`config.mk`:
```
export PLATFORM = sky130hd
export DESIGN_NAME = puf_challenge_controller
export DESIGN_NICKNAME = d
export VERILOG_FILES = /design/src/rtl/puf_pkg.sv /design/src/rtl/puf_challenge_controller_lfsr.sv /design/src/rtl/puf_challenge_controller.sv
export SDC_FILE = /design/constraint.sdc
export NUM_CORES = 1
export LEC_CHECK = 0
export CORE_ASPECT_RATIO = 0.75
export CORE_UTILIZATION = 30
export DETAILED_ROUTE_END_ITERATION = 10
export SLEW_MARGIN = 20
export SYNTH_ARGS = -nofsm -noshare
export SYNTH_HDL_FRONTEND = slang
export SYNTH_SLANG_ARGS = --single-unit
```
`constraint.sdc`:
```
create_clock -name clk -period 1.76 [get_ports clk]
set_input_delay 0.176 -clock clk [delete_from_list [all_inputs] [get_ports clk]]
set_output_delay 0.176 -clock clk [all_outputs]
set_load 0.02 [all_outputs]
```
`src/rtl/puf_pkg.sv`:
```
// Shared definitions for the RO-PUF challenge controller: FSM states,
// LFSR constants and the challenge collision mask.
package puf_pkg;

  typedef enum logic [2:0] {
    IDLE,
    LOAD,
    SETTLE,
    RUN,
    SAMPLE,
    DONE
  } state_t;

  localparam logic [7:0] LFSR_TAPS     = 8'hB8;
  localparam logic [7:0] LFSR_ZERO_SUB = 8'h01;
  localparam logic [3:0] CHA_XOR       = 4'b1000;

  // Fibonacci step for x^8+x^6+x^5+x^4+1, shifting left, feedback into bit 0
  function automatic logic [7:0] lfsr_next(input logic [7:0] s);
    return {s[6:0], ^(s & LFSR_TAPS)};
  endfunction

endpackage

```
`src/rtl/puf_challenge_controller_lfsr.sv`:
```
// 8-bit challenge LFSR; a zero seed would lock up, so it is swapped for 8'h01.
module puf_lfsr8
  import puf_pkg::*;
(
  input  logic       clk,
  input  logic       reset,
  input  logic       load,
  input  logic [7:0] seed,
  input  logic       step,
  output logic [7:0] state
);

  always_ff @(posedge clk) begin
    if (reset) begin
      state <= LFSR_ZERO_SUB;
    end else if (load) begin
      state <= (seed == 8'h00) ? LFSR_ZERO_SUB : seed;
    end else if (step) begin
      state <= lfsr_next(state);
    end
  end

endmodule

```
`src/rtl/puf_challenge_controller.sv`:
```
// Initiator for the RO-PUF counter group: issues challenge pairs, times each
// evaluation window and assembles the sampled response bits into one word.
module puf_challenge_controller
  import puf_pkg::*;
#(
  parameter int RESP_BITS   = 16,
  parameter int EVAL_CYCLES = 1024,
  parameter int RST_CYCLES  = 4,
  parameter int SYNC_STAGES = 2
) (
  input  logic                 clk,
  input  logic                 reset,
  input  logic                 start,
  input  logic [7:0]           challenge_seed,
  input  logic                 ro_response,
  output logic [3:0]           Cha0,
  output logic [3:0]           Cha1,
  output logic                 ro_cnt_reset_n,
  output logic                 busy,
  output logic [RESP_BITS-1:0] resp_data,
  output logic                 resp_valid,
  input  logic                 resp_ready
);

  localparam int MAX_A   = (EVAL_CYCLES > RST_CYCLES) ? EVAL_CYCLES : RST_CYCLES;
  localparam int MAX_CYC = (MAX_A > SYNC_STAGES) ? MAX_A : SYNC_STAGES;
  localparam int CNT_W   = (MAX_CYC > 1) ? $clog2(MAX_CYC) : 1;
  localparam int IDX_W   = $clog2(RESP_BITS + 1);
  localparam int SEL_W   = (RESP_BITS > 1) ? $clog2(RESP_BITS) : 1;

  localparam logic [CNT_W-1:0] SETTLE_LAST = CNT_W'(RST_CYCLES - 1);
  localparam logic [CNT_W-1:0] RUN_LAST    = CNT_W'(EVAL_CYCLES - 1);
  localparam logic [CNT_W-1:0] SAMPLE_LAST = CNT_W'(SYNC_STAGES - 1);
  localparam logic [IDX_W-1:0] IDX_LAST    = IDX_W'(RESP_BITS - 1);

  state_t                 state;
  state_t                 state_next;
  logic [CNT_W-1:0]       cnt;
  logic [IDX_W-1:0]       bit_idx;
  logic [SYNC_STAGES-1:0] sync;
  logic [7:0]             lfsr_state;
  logic                   lfsr_load;
  logic                   lfsr_step;
  logic [3:0]             cha0_d;
  logic [3:0]             cha1_d;
  logic                   sample_last;

  puf_lfsr8 u_lfsr (
    .clk   (clk),
    .reset (reset),
    .load  (lfsr_load),
    .seed  (challenge_seed),
    .step  (lfsr_step),
    .state (lfsr_state)
  );

  // Equal nibbles would compare an RO against itself, so flip Cha1's MSB
  assign cha0_d = lfsr_state[3:0];
  assign cha1_d = (lfsr_state[7:4] == lfsr_state[3:0]) ? (lfsr_state[3:0] ^ CHA_XOR)
                                                       : lfsr_state[7:4];

  assign sample_last    = (state == SAMPLE) && (cnt == SAMPLE_LAST);
  assign ro_cnt_reset_n = (state == RUN) || (state == SAMPLE);
  assign busy           = (state != IDLE);
  assign resp_valid     = (state == DONE);

  always_comb begin
    state_next = state;
    lfsr_load  = 1'b0;
    lfsr_step  = 1'b0;
    case (state)
      IDLE: begin
        if (start) begin
          lfsr_load  = 1'b1;
          state_next = LOAD;
        end
      end
      LOAD:   state_next = SETTLE;
      SETTLE: if (cnt == SETTLE_LAST) state_next = RUN;
      RUN:    if (cnt == RUN_LAST) state_next = SAMPLE;
      SAMPLE: begin
        if (sample_last) begin
          lfsr_step  = 1'b1;
          state_next = (bit_idx == IDX_LAST) ? DONE : LOAD;
        end
      end
      DONE:    if (resp_ready) state_next = IDLE;
      default: state_next = IDLE;
    endcase
  end

  always_ff @(posedge clk) begin
    if (reset) begin
      state     <= IDLE;
      cnt       <= '0;
      bit_idx   <= '0;
      resp_data <= '0;
      Cha0      <= 4'h0;
      Cha1      <= 4'h0;
    end else begin
      state <= state_next;
      if ((state_next != state) || (state == IDLE) || (state == DONE)) begin
        cnt <= '0;
      end else begin
        cnt <= cnt + CNT_W'(1);
      end
      if ((state == IDLE) && start) begin
        resp_data <= '0;
        bit_idx   <= '0;
      end
      if (state == LOAD) begin
        Cha0 <= cha0_d;
        Cha1 <= cha1_d;
      end
      if (sample_last) begin
        resp_data[bit_idx[SEL_W-1:0]] <= sync[SYNC_STAGES-1];
        bit_idx                       <= bit_idx + IDX_W'(1);
      end
    end
  end

  // ro_response is asynchronous; only the last synchroniser flop is ever read
  always_ff @(posedge clk) begin
    if (reset) begin
      sync <= '0;
    end else begin
      sync <= {sync[SYNC_STAGES-2:0], ro_response};
    end
  end

endmodule
```
==> impl_metrics.env <==
export IMPL_netlist_area_mm2=0.00251
export IMPL_synth_edff_count=0
export IMPL_drv_cap=0
export IMPL_yosysUniqueCellTypes=43
export IMPL_avgSynthCellArea_um2=8.87
export IMPL_antenna_found_initial=0
export IMPL_die_area_mm2=0.00874
export IMPL_crit_path_end_kind="flop"
export IMPL_avgViaCountPerCell=5.12
export IMPL_post_route_drc_count=0
export IMPL_total_leakage_power_nw=1.15
export IMPL_fp_coreArea_mm2=0.00799
export IMPL_via_count=2289
export IMPL_final_hold_viol_count=0
export IMPL_clk_latency_ns=0.32
export IMPL_dp_cells=438
export IMPL_numPortBuffers=39
export IMPL_root_buffer="clkbuf_8"
export IMPL_tightest_slew_ns=0.520
export IMPL_syn_num_nets=303
export IMPL_wire_per_inst_um=14.0
export IMPL_clockBufferDepth=2
export IMPL_rsz0062_at_grt="true"
export IMPL_period_share_pct=95.8
export IMPL_fin_skew_ns=0.0141
export IMPL_ys_flop_type="dfxtp_1"
export IMPL_die_height_um=81.2
export IMPL_startpoint_type="flop"
export IMPL_drt_wl_total_um=6270
export IMPL_layout_commonest_cell="dfxtp_1"
export IMPL_p_comb_share_pct=11.7
export IMPL_drive_gt1_share_pct=16.7
export IMPL_grt_ovfl_total=0
export IMPL_switching_share_pct=27.4
export IMPL_clk_pin_slew_ns=0.10
export IMPL_critPathLaunch="cnt[9]$_SDFF_PP0_"
export IMPL_netlist_instances=283
export IMPL_ys_warnings_count=0
export IMPL_rows=28
export IMPL_setup_ws_ns=0.0742
export IMPL_max_slew_margin_rel_pct=65.3
export IMPL_io_pins=40
export IMPL_p_seq_share_pct=55.7
export IMPL_drtPass1Iterations=4
export IMPL_dp_hpwl_um=4540
export IMPL_setup_viol=0
export IMPL_antenna_cells=0
export IMPL_peakVddDrop_uv=376
export IMPL_crit_type="reg2reg"
export IMPL_grt_max_degree=31
export IMPL_worst_r2r_setup_slack_ns=0.07
export IMPL_min_period_ns=1.69
export IMPL_synth_seq_area_share_pct=41.5
export IMPL_power_share_clock_pct=32.6
export IMPL_timing_hold_ws_ns=0.417
export IMPL_syn_to_final_growth_pct=30.6
export IMPL_cp_max_fo=7
export IMPL_synthArstFlopShare_pct=0
export IMPL_finalNonFillerCells=447
export IMPL_nNetsFinal=361
export IMPL_gp_congestion=0.801
export IMPL_status="complete, no violations"
export IMPL_cts_buffers=5
export IMPL_finalMaxSlewViolations=0
export IMPL_htree_levels=2
export IMPL_drt_iter0_drc=156
export IMPL_final_cell_mix="47 x dfxtp_1, 36 x clkdlybuf4s50_1, 30 x buf_4"
export IMPL_max_freq_ghz=0.593
export IMPL_antenna_left=0
export IMPL_critPathRequiredTime_ns=2.01
export IMPL_rr_endpoint="bit_idx[3]$_SDFFE_PP0P_"
export IMPL_start_util_pct=31.4
export IMPL_place_ws_ns=0.0346
export IMPL_pwr_density_cell_mw_per_mm2=684
export IMPL_die_w_um=108
export IMPL_crit_arrival_ns=1.94
export IMPL_synth_seq_cells=52
export IMPL_cts_sinks=52
export IMPL_grt_pass1_wl_um=10400
export IMPL_endpoint="bit_idx[3]$_SDFFE_PP0P_"
export IMPL_p_total_mw=2.24
export IMPL_grt_pass1_vias=2087
export IMPL_grt_use_total_pct=15.1
export IMPL_r2r_start="cnt[9]$_SDFF_PP0_"
export IMPL_setup_tns_ns=0
export IMPL_p_sw_mw=0.616
export IMPL_ff2ff_path_depth=5
export IMPL_intPower_mw=1.63
export IMPL_cts_tree="yes"
export IMPL_nFillCells=801
export IMPL_worstHoldPathType="in2reg"
## registers in the layout (all words and copies together) (netlist names)
| signal | flops |
|---|---|
| Cha0 | 4 |
| Cha1 | 4 |
| bit_idx | 5 |
| cnt | 10 |
| resp_data | 16 |
| state | 3 |
| sync | 2 |
| u_lfsr.state | 8 |
## cells by family (layout without fill, tap and decap cells)
logic type / Yosys count / count (layout) / synth area share [%]
AOI/OAI and AO/OA: 57 / 57 / 15.8
buffers and inverters: 25 / 84 / 4.63
DFF: 52 / 52 / 41.5
xor gates and xnor gates: 15 / 15 / 5.23
adders and majority gates: 7 / 7 / 3.49
muxes: 8 / 8 / 3.24
and+or+nand+nor: 119 / 119 / 26.1
## cell type report
type,count,area [um^2],area share (%)
Clock inverter,3,27.5,0.839
Timing Repair Buffer,70,616,18.8
Clock buffer,5,68.8,2.10
Inverter,6,22.5,0.686
Multi-Input combinational cell,206,1370,41.6
Tap cell,105,131,4.00
Sequential cell,52,1050,32.0
## timing repair
| action | 4_1_cts | 5_1_grt |
|---|---|---|
| pin swaps | 0 | 3 |
| endpoints found under the setup margin | 3 | 23 |
| resized for setup | 5 | 9 |
| buffers inserted | 0 | 1 |
| hold buffers | 0 | 0 |
## worst min-delay path by stage
stage                       startpoint                      end  slack, ns  cells after the start
2_1_floorplan                    start  bit_idx[2]$_SDFFE_PP0P_       0.27                      1
3_3_place_gp   bit_idx[4]$_SDFFE_PP0P_  bit_idx[4]$_SDFFE_PP0P_       0.45                      2
3_5_place_dp   bit_idx[4]$_SDFFE_PP0P_  bit_idx[4]$_SDFFE_PP0P_       0.46                      2
4_1_cts                    ro_response       sync[0]$_SDFF_PP0_       0.41                      2
5_1_grt                    ro_response       sync[0]$_SDFF_PP0_       0.44                      2
6_report                   ro_response       sync[0]$_SDFF_PP0_       0.42                      2
## critical path, cell delays in order (launching register included)
cell	delay [ns]
dfxtp_2	0.36
nor4_4	0.34
buf_4	0.21
nand4_1	0.20
or3_1	0.39
a21oi_1	0.14
## synthesized netlist by cell type, types with 4 or more instances
library cell   n  area (um^2)
nor2_1        27          101
nand3_1       11         55.1
nand2_1       24         90.1
o211ai_1      17          128
a311oi_1       8         70.1
inv_1          6         22.5
mux2i_1        7         70.1
dfxtp_1       52         1040
nand2b_1       4         25.0
a211oi_1       4         30.0
ha_1           7         87.6
a21oi_1       21          105
nor2b_1        6         37.5
nand4_1       25          156
xor2_1        12          105
clkbuf_1      13         48.8
## per-stage QoR
step / util, % / instance area [um^2]
5_1_grt: 41.1 / 3280
3_5_place_dp: 39.7 / 3170
2_1_floorplan: - / 2520
4_1_cts: 41.0 / 3270
3_3_place_gp: 39.7 / 3170
6_report: 41.1 / 3280
## metal layers
layer | global-route usage (%) | vias up | part of all wire [%]
li1 | - | 1153 | -
met1 | 21.8 | 1058 | 51
met2 | 21.7 | 71 | 41
met3 | 3.69 | 7 | 6.6
met4 | 5.21 | 0 | 1.5
met5 | 0 | - | 0
## power by group through the flow
| stage | clock (mW) | combinational (mW) | sequential (mW) |
|---|---|---|---|
| after global routing | 0.796 | 0.291 | 1.26 |
| after CTS | 0.751 | 0.262 | 1.25 |
| after detailed placement | 0 | 0.263 | 1.28 |
| after floorplan | 0 | 0.156 | 1.27 |
| final | 0.731 | 0.263 | 1.25 |
| after global placement | 0 | 0.261 | 1.28 |
No activity file was read; power rests on OpenSTA's default activity.
